===== src/rtl/onehot_strobe_driver.sv =====
// Binary-to-one-hot strobe driver: accepts a 4-bit code over valid/ready, drives
// the matching line of a 16-bit bus for HOLD_CYCLES, then idles GAP_CYCLES at zero.
module onehot_strobe_driver #(
   parameter int unsigned HOLD_CYCLES = 4,
   parameter int unsigned GAP_CYCLES  = 1
) (
   input  logic        clk,
   input  logic        rst,
   input  logic        in_valid,
   output logic        in_ready,
   input  logic [3:0]  B,
   input  logic        abort,
   output logic [15:0] H,
   output logic        busy,
   output logic        done
);

   localparam int unsigned CW = 8;
   localparam int unsigned HW = 16;
   localparam logic [CW-1:0] HOLD_LOAD = CW'(HOLD_CYCLES - 1);
   localparam logic [CW-1:0] GAP_LOAD  = (GAP_CYCLES > 0) ? CW'(GAP_CYCLES - 1) : '0;

   typedef enum logic [1:0] {
      IDLE  = 2'd0,
      DRIVE = 2'd1,
      GAP   = 2'd2
   } state_t;

   state_t        r_state;
   logic [CW-1:0] r_cnt;
   logic [3:0]    r_code;
   logic [HW-1:0] r_h;
   logic          r_busy;
   logic          r_done;
   logic          w_accept;

   assign in_ready = (r_state == IDLE) && !abort && !rst;
   assign w_accept = in_valid && in_ready;
   assign H        = r_h;
   assign busy     = r_busy;
   assign done     = r_done;

   // Single-process FSM; every output is a register so H is glitch-free.
   always_ff @(posedge clk or posedge rst) begin
      if (rst) begin
         r_state <= IDLE;
         r_cnt   <= '0;
         r_code  <= '0;
         r_h     <= '0;
         r_busy  <= 1'b0;
         r_done  <= 1'b0;
      end else begin
         r_done <= 1'b0;
         case (r_state)
            IDLE: begin
               r_h    <= '0;
               r_busy <= 1'b0;
               if (w_accept) begin
                  r_code  <= B;
                  r_h     <= HW'(1) << B;
                  r_busy  <= 1'b1;
                  r_cnt   <= HOLD_LOAD;
                  r_state <= DRIVE;
               end
            end
            DRIVE: begin
               if (abort) begin
                  r_h     <= '0;
                  r_busy  <= 1'b0;
                  r_state <= IDLE;
               end else if (r_cnt == '0) begin
                  r_h    <= '0;
                  r_done <= 1'b1;
                  if (GAP_CYCLES > 0) begin
                     r_cnt   <= GAP_LOAD;
                     r_state <= GAP;
                  end else begin
                     r_busy  <= 1'b0;
                     r_state <= IDLE;
                  end
               end else begin
                  r_h   <= HW'(1) << r_code;
                  r_cnt <= r_cnt - CW'(1);
               end
            end
            GAP: begin
               r_h <= '0;
               if (abort || (r_cnt == '0)) begin
                  r_busy  <= 1'b0;
                  r_state <= IDLE;
               end else begin
                  r_cnt <= r_cnt - CW'(1);
               end
            end
            default: begin
               r_h     <= '0;
               r_busy  <= 1'b0;
               r_state <= IDLE;
            end
         endcase
      end
   end

endmodule

===== config.mk =====
export PLATFORM = sky130hd
export DESIGN_NAME = onehot_strobe_driver
export DESIGN_NICKNAME = d
export VERILOG_FILES = /design/src/rtl/onehot_strobe_driver.sv
export SDC_FILE = /design/constraint.sdc
export NUM_CORES = 1
export LEC_CHECK = 0
export CAP_MARGIN = 20
export CORE_MARGIN = 3
export CORE_UTILIZATION = 53
export CTS_CLUSTER_SIZE = 12
export DETAILED_ROUTE_END_ITERATION = 7
export PLACE_DENSITY = 0.84
export REMOVE_ABC_BUFFERS = 1
export SLEW_MARGIN = 20
export SYNTH_ARGS = -nofsm -noshare
export SYNTH_HDL_FRONTEND = slang
export SYNTH_SLANG_ARGS = --single-unit

===== constraint.sdc =====
create_clock -name clk -period 2.15 [get_ports clk]
set_input_delay 0.43 -clock clk [delete_from_list [all_inputs] [get_ports clk]]
set_output_delay 0.43 -clock clk [all_outputs]
set_load 0.02 [all_outputs]

==> metrics.txt, run 1 <==
# TYPE chip_impl_metric gauge
chip_impl_info{name="status",value="finished clean"} 1
chip_impl_metric{name="ant_nets",unit=""} 0
chip_impl_info{name="critical_path_class",value="flop to primary output"} 1
chip_impl_info{name="post-synth-top-area-cell",value="sky130_fd_sc_hd__dfrtp_1"} 1
chip_impl_metric{name="layout_worst_path_cycle_share",unit=""} 0.955
chip_impl_metric{name="totalWireLength",unit="µm"} 3890
chip_impl_info{name="setup.worst_path.end_class",value="primary output"} 1
chip_impl_info{name="grt_setup_unrepaired",value="false"} 1
chip_impl_metric{name="maxCapViolations",unit=""} 0
chip_impl_metric{name="antenna_found_initial",unit=""} 0
chip_impl_metric{name="post_cts_hold_buffer_count",unit=""} 0
chip_impl_metric{name="timing.clock.skew",unit="ns"} 0.0108
chip_impl_metric{name="synth_cells",unit=""} 173
chip_impl_metric{name="finalMaxSlewViolations",unit=""} 0
chip_impl_metric{name="start_util",unit=""} 0.558
chip_impl_metric{name="placer_congestion",unit=""} 0.892
chip_impl_info{name="most_common_cell_after_layout_fill_and_taps_aside",value="sky130_fd_sc_hd__dfrtp_1"} 1
chip_impl_metric{name="synth_seq_cells",unit=""} 32
chip_impl_metric{name="grt_overflow_total",unit=""} 0
chip_impl_metric{name="worstPathArrival",unit="ns"} 1.62
chip_impl_metric{name="initialDrtViolationCount",unit=""} 92
chip_impl_metric{name="final_core_util",unit=""} 0.698
chip_impl_metric{name="post_route_cells_drive_above_1_share",unit=""} 0.175
chip_impl_info{name="class_of_the_worst_hold_path",value="flop to flop"} 1
chip_impl_metric{name="path_max_fanout",unit=""} 5
chip_impl_metric{name="cts-buffers-inserted",unit=""} 5
chip_impl_metric{name="placeableCoreArea",unit="mm²"} 0.00308
chip_impl_metric{name="timing.max_slew.rel_slack",unit=""} 0.653
chip_impl_metric{name="power.total",unit="mW"} 2.54
chip_impl_metric{name="whs",unit="ns"} 0.525
chip_impl_metric{name="synthesis.yosys.warnings",unit=""} 0
chip_impl_info{name="postSynth.topFlopCell",value="sky130_fd_sc_hd__dfrtp_1"} 1
chip_impl_metric{name="ys_seq_area_frac",unit=""} 0.466
chip_impl_metric{name="fraction_of_registers_with_async_set_or_reset_after_synthesis",unit=""} 1.00
chip_impl_info{name="tritoncts",value="done"} 1
chip_impl_metric{name="die_width",unit="µm"} 62.9
chip_impl_metric{name="row_count",unit=""} 20
chip_impl_metric{name="leakagePower",unit="nW"} 0.920
chip_impl_metric{name="placedInstanceArea",unit="mm²"} 0.00208
chip_impl_metric{name="diodes",unit=""} 0
chip_impl_metric{name="finalCriticalPeriod",unit="ns"} 2.05
chip_impl_metric{name="drt-vias-per-instance",unit=""} 5.80
chip_impl_metric{name="grt_pass1_vias",unit=""} 1471
chip_impl_metric{name="drt_drc_violations_left",unit=""} 0
chip_impl_metric{name="post_drt_wl_per_cell",unit="µm"} 15.2
chip_impl_metric{name="dieHeight",unit="µm"} 62.9
chip_impl_metric{name="setup_viol",unit=""} 0
chip_impl_metric{name="vias",unit=""} 1484
chip_impl_metric{name="ios",unit=""} 27
chip_impl_info{name="cell_types_with_the_largest_area_share_after_synthesis",value="sky130_fd_sc_hd__dfrtp_1 47%, sky130_fd_sc_hd__ha_1 5.1%, sky130_fd_sc_hd__o32ai_1 3.6%"} 1
chip_impl_metric{name="worstSkewPairLatency",unit="ns"} 0.34
chip_impl_metric{name="fin_nets",unit=""} 226
chip_impl_metric{name="count_of_flip_flops_with_a_built_in_enable_after_synthesis",unit=""} 0
chip_impl_metric{name="finalHoldViolCount",unit=""} 0
chip_impl_metric{name="yosys.cell_types.count",unit=""} 43
chip_impl_metric{name="cts-htree-levels",unit=""} 2
chip_impl_metric{name="largest_net_degree_at_the_start_of_global_routing",unit=""} 33
chip_impl_info{name="crit_path_start_kind",value="flop"} 1
chip_impl_metric{name="worst_slew_pin_slew",unit="ns"} 0.514
chip_impl_info{name="layout.cells.most_common_list",value="32 x sky130_fd_sc_hd__dfrtp_1, 25 x sky130_fd_sc_hd__clkdlybuf4s50_1, 14 x sky130_fd_sc_hd__nand2_1"} 1
chip_impl_metric{name="powerDensity",unit="mW/mm²"} 1180
chip_impl_metric{name="first_pass_grt_wire_length",unit="µm"} 6580
chip_impl_metric{name="ir_worst_vdd",unit="V"} 0.000812
chip_impl_metric{name="place.port_buffers",unit=""} 26
chip_impl_info{name="cts_root_buffer",value="sky130_fd_sc_hd__clkbuf_4"} 1
chip_impl_metric{name="hpwlAfterDp",unit="µm"} 2910
chip_impl_metric{name="layout-area-overhead-vs-synth",unit="%"} 25.1
chip_impl_metric{name="drt-pass1-iter-count",unit=""} 4
chip_impl_metric{name="clock_tree.buffer_depth",unit=""} 2
chip_impl_metric{name="syn-cell-area",unit="mm²"} 0.00172
chip_impl_metric{name="numClockSinks",unit=""} 32
chip_impl_metric{name="die_area",unit="mm²"} 0.00396
chip_impl_metric{name="post-synth-top-area-fraction",unit=""} 0.466
chip_impl_metric{name="worst-endpoint-required",unit="ns"} 1.72
chip_impl_metric{name="groute.usage.overall",unit=""} 0.210
chip_impl_metric{name="max_clock_freq",unit="MHz"} 487
chip_impl_metric{name="finish.instance_area",unit="mm²"} 0.00215
chip_impl_metric{name="syn_area_per_cell",unit="µm²"} 9.93
chip_impl_metric{name="clkTransAtPathRegs",unit="ns"} 0.09
==> sequential cells by signal (all words and copies together) (netlist names) <==
register	flops
H	16
r_cnt	8
r_code	4
r_state	2
busy	1
done	1
==> through the flow <==
| step | worst slack (ns) | cells | setup TNS, ns |
|---|---|---|---|
| finish | 0.0963 | 256 | 0 |
| floorplan | 0.305 | 165 | 0 |
| detailed placement | -0.00840 | 247 | -0.00840 |
| global placement | 0.0236 | 247 | 0 |
| CTS | 0.0522 | 255 | 0 |
| global route | 0.000153 | 256 | 0 |
==> cell families after synthesis <==
logic type               count (synthesis)  share of synthesized area
flip-flops                              32                      0.466
buffers and inverters                   21                     0.0524
AND/OR/NAND/NOR                         62                      0.200
adder cells (fa/ha/maj)                  7                     0.0510
multiplexers                             4                     0.0262
AO/OA/AOI/OAI                           47                      0.204
==> path summary, 6_finish.rpt <==
check / from / endpoint / slack, ns / cells past startpoint
max: r_state[1] / in_ready / 0.1 / 4
min: busy / busy / 0.52 / 1
max reg2reg: r_cnt[0] / r_cnt[1] / 0.14 / 6
min reg2reg: busy / busy / 0.52 / 1
max in group asynchronous: rst / r_state[1] / 1.30 / 3
min in group asynchronous: rst / r_cnt[6] / 0.55 / 3
==> where the power goes <==
group | internal, mW | switching, mW
registers | 0.748 | 0.166
clock network | 0.155 | 0.206
logic | 0.562 | 0.708
==> synthesized netlist by cell type (2+ instances only) <==
master,number
sky130_fd_sc_hd__inv_1,13
sky130_fd_sc_hd__o2bb2ai_1,2
sky130_fd_sc_hd__o211ai_1,7
sky130_fd_sc_hd__nor2b_1,2
sky130_fd_sc_hd__or3_1,2
sky130_fd_sc_hd__and4_1,2
sky130_fd_sc_hd__o32ai_1,7
sky130_fd_sc_hd__mux2_2,4
sky130_fd_sc_hd__nand3_1,11
sky130_fd_sc_hd__clkbuf_1,5
sky130_fd_sc_hd__o21ai_0,6
sky130_fd_sc_hd__a31o_2,2
sky130_fd_sc_hd__a21oi_1,5
sky130_fd_sc_hd__ha_1,7
sky130_fd_sc_hd__or2_2,4
sky130_fd_sc_hd__a21o_1,2
sky130_fd_sc_hd__nor3_1,5
sky130_fd_sc_hd__nand2_1,14
sky130_fd_sc_hd__a211oi_1,2
sky130_fd_sc_hd__o22a_2,2
sky130_fd_sc_hd__dfrtp_1,32
sky130_fd_sc_hd__nor2_1,7
sky130_fd_sc_hd__nand2b_1,5
sky130_fd_sc_hd__o22ai_1,6
==> critical path, cell delays in order, from the launching register on <==
cell and delay (ns):
sky130_fd_sc_hd__dfrtp_1 0.45, sky130_fd_sc_hd__inv_1 0.14, sky130_fd_sc_hd__ha_1 0.19, sky130_fd_sc_hd__nor3b_1 0.18, sky130_fd_sc_hd__dlygate4sd1_1 0.35
==> layout make-up <==
type	instances	area (µm²)
clock buffer	6	51.3
sequential	32	801
clock inverter	2	10.0
fill	237	928
tap	44	55.1
inverter	13	48.8
timing repair buffer	39	357
multi-input combinational	120	827
==> routing by layer <==
layer  track usage  routed length (µm)
met1         0.255                1630
met2         0.353                1970
met3        0.0576                 250
met4        0.0826                  33
met5             0                   0
==> repair_timing <==
item                                    CTS  global route
resized for setup                         1             3
pin swaps                                 0             1
endpoints found under the setup margin    1             5
setup buffers                             0             1
Note: power is estimated with default switching activity, not from simulation.
==> inputs of run 2 (changes only) <==
- GPL_TIMING_DRIVEN: default -> 0
- clock period: 2.15 -> 2.2 ns (I/O delays scaled with it)
==> run 2 against run 1 <==
Total power is 6.1% lower. Combinational power is 10% lower. Highest routed layer unchanged. Clock power is 4% lower. Largest cell class unchanged. Wire length is 0.77% higher. Global-route usage is 0.59 points higher. Utilization is 3.0 points lower. Critical endpoint is now r_cnt[2].
==> metrics.txt, run 2 (same netlist as run 1, synthesis figures left out) <==
# TYPE chip_impl_metric gauge
chip_impl_info{name="status",value="finished clean"} 1
chip_impl_metric{name="diodes",unit=""} 0
chip_impl_metric{name="worstPathArrival",unit="ns"} 2.35
chip_impl_metric{name="row_count",unit=""} 20
chip_impl_metric{name="dieHeight",unit="µm"} 62.9
chip_impl_metric{name="post_drt_wl_per_cell",unit="µm"} 16.1
chip_impl_metric{name="multi_input_area",unit="µm²"} 840
chip_impl_metric{name="n_fill_cell",unit=""} 257
chip_impl_metric{name="drt-vias-per-instance",unit=""} 6.00
chip_impl_info{name="crit_path_start_kind",value="input port"} 1
chip_impl_metric{name="whs",unit="ns"} 0.543
chip_impl_metric{name="cts-htree-levels",unit=""} 2
chip_impl_info{name="cp_cell_sequence",value="clkdlybuf4s50_1 -> or3b_4 -> a211oi_4 -> and2_1 -> o211ai_1"} 1
chip_impl_metric{name="grt_pass1_vias",unit=""} 1447
chip_impl_metric{name="start_util",unit=""} 0.558
chip_impl_metric{name="path_max_fanout",unit=""} 9
chip_impl_info{name="critical_path_class",value="input port to flop"} 1
chip_impl_metric{name="clkTransAtPathRegs",unit="ns"} 0.09
chip_impl_info{name="cts_root_buffer",value="sky130_fd_sc_hd__clkbuf_4"} 1
chip_impl_metric{name="clock_tree.buffer_depth",unit=""} 2
chip_impl_metric{name="leakagePower",unit="nW"} 0.852
chip_impl_metric{name="worstPathBufferInverterCount",unit=""} 1
chip_impl_metric{name="totalWireLength",unit="µm"} 3920
chip_impl_metric{name="worst-endpoint-required",unit="ns"} 2.41
chip_impl_metric{name="antenna_found_initial",unit=""} 0
chip_impl_metric{name="setup_viol",unit=""} 0
chip_impl_metric{name="ir_worst_vdd",unit="V"} 0.000665
chip_impl_info{name="class_of_the_worst_hold_path",value="flop to flop"} 1
chip_impl_metric{name="grt_overflow_total",unit=""} 0
chip_impl_metric{name="worst_slew_pin_slew",unit="ns"} 0.641
chip_impl_info{name="tritoncts",value="done"} 1
chip_impl_metric{name="timing.max_slew.rel_slack",unit=""} 0.572
chip_impl_metric{name="powerDensity",unit="mW/mm²"} 1160
chip_impl_metric{name="max_clock_freq",unit="MHz"} 467
chip_impl_metric{name="totalNegativeSetupSlack",unit="ns"} 0
chip_impl_metric{name="finalMaxSlewViolations",unit=""} 0
chip_impl_metric{name="finalHoldViolCount",unit=""} 0
chip_impl_metric{name="vias",unit=""} 1458
chip_impl_metric{name="finalCriticalPeriod",unit="ns"} 2.14
chip_impl_metric{name="maxCapViolations",unit=""} 0
chip_impl_metric{name="die_area",unit="mm²"} 0.00396
chip_impl_metric{name="first_pass_grt_wire_length",unit="µm"} 6760
chip_impl_metric{name="largest_net_degree_at_the_start_of_global_routing",unit=""} 33
chip_impl_metric{name="numClockSinks",unit=""} 32
chip_impl_metric{name="fin_nets",unit=""} 213
chip_impl_metric{name="largest_register_ff_count",unit=""} 16
chip_impl_metric{name="seq_area",unit="µm²"} 801
chip_impl_metric{name="worstSkewPairLatency",unit="ns"} 0.33
chip_impl_metric{name="instances_no_fill",unit=""} 243
chip_impl_metric{name="placeableCoreArea",unit="mm²"} 0.00308
chip_impl_metric{name="dp_cells",unit=""} 235
chip_impl_metric{name="timing.clock.skew",unit="ns"} 0.00575
chip_impl_metric{name="layout-area-overhead-vs-synth",unit="%"} 19.8
chip_impl_info{name="cpMaxStageDelayCell",value="sky130_fd_sc_hd__clkdlybuf4s50_1"} 1
chip_impl_info{name="grt_setup_unrepaired",value="false"} 1
chip_impl_info{name="most_common_cell_after_layout_fill_and_taps_aside",value="sky130_fd_sc_hd__dfrtp_1"} 1
chip_impl_metric{name="ant_nets",unit=""} 0
chip_impl_metric{name="placer_congestion",unit=""} 0.957
chip_impl_metric{name="cts-buffers-inserted",unit=""} 5
chip_impl_info{name="setup.worst_path.end_class",value="flop"} 1
chip_impl_metric{name="drt_drc_violations_left",unit=""} 0
chip_impl_metric{name="ios",unit=""} 27
chip_impl_info{name="layout.cells.most_common_list",value="32 x sky130_fd_sc_hd__dfrtp_1, 25 x sky130_fd_sc_hd__clkdlybuf4s50_1, 14 x sky130_fd_sc_hd__nand2_1"} 1
chip_impl_metric{name="initialDrtViolationCount",unit=""} 178
chip_impl_metric{name="critical_path.max_stage_delay",unit="ns"} 0.54
chip_impl_metric{name="die_width",unit="µm"} 62.9
chip_impl_metric{name="post_route_cells_drive_above_1_share",unit=""} 0.136
chip_impl_metric{name="groute.usage.overall",unit=""} 0.216
chip_impl_metric{name="drt-pass1-iter-count",unit=""} 4
chip_impl_info{name="crit_family",value="simple AND/OR/NAND/NOR gates"} 1
chip_impl_metric{name="place.port_buffers",unit=""} 26
chip_impl_metric{name="hpwlAfterDp",unit="µm"} 2830
chip_impl_metric{name="layout_worst_path_cycle_share",unit=""} 0.972
## run 2: report_power, final
group / internal [mW] / switching [mW] / total (mW)
clock: 0.157 / 0.190 / 0.347
sequential: 0.731 / 0.173 / 0.904
combinational: 0.458 / 0.681 / 1.14
## run 2: cell type report
type                       count  share of cell area
timing repair buffer          26               0.124
tap                           44              0.0267
inverter                      13              0.0237
clock buffer                   8              0.0286
multi-input combinational    120               0.408
sequential                    32               0.389
## run 2: repair_timing
action,in CTS,in global routing
setup buffers,0,0
resized for setup,3,5
setup endpoints to repair,3,11
hold buffers,0,0
## run 2: per-layer routing
layer	global-route usage	wire length, µm	up-vias
met5	0	0	-
met4	0.0634	80	0
met3	0.0612	275	13
met2	0.385	2010	76
met1	0.251	1550	681
li1	-	-	688
## run 2: worst paths after layout
| path | start | to | slack (ns) | cells past startpoint |
|---|---|---|---|---|
| setup / recovery | abort | r_cnt[2] | 0.06 | 5 |
| hold / removal | busy | busy | 0.54 | 1 |
| setup reg to reg | r_state[1] | r_cnt[2] | 0.15 | 6 |
| hold reg to reg | busy | busy | 0.54 | 1 |
| max in group asynchronous | rst | H[7] | 1.20 | 2 |
| min in group asynchronous | rst | H[10] | 0.59 | 2 |
## run 2: through the flow
stage	power, mW	cell area [µm²]	utilization	setup slack [ns]
final	2.39	2060	0.669	0.0607
after global routing	2.57	2060	0.669	0.0204
after CTS	2.37	2060	0.669	0.00447
after detailed placement	2.00	1990	0.647	-0.338
after global placement	1.93	1990	0.647	-0.300
after floorplan	1.68	1680	-	0.355
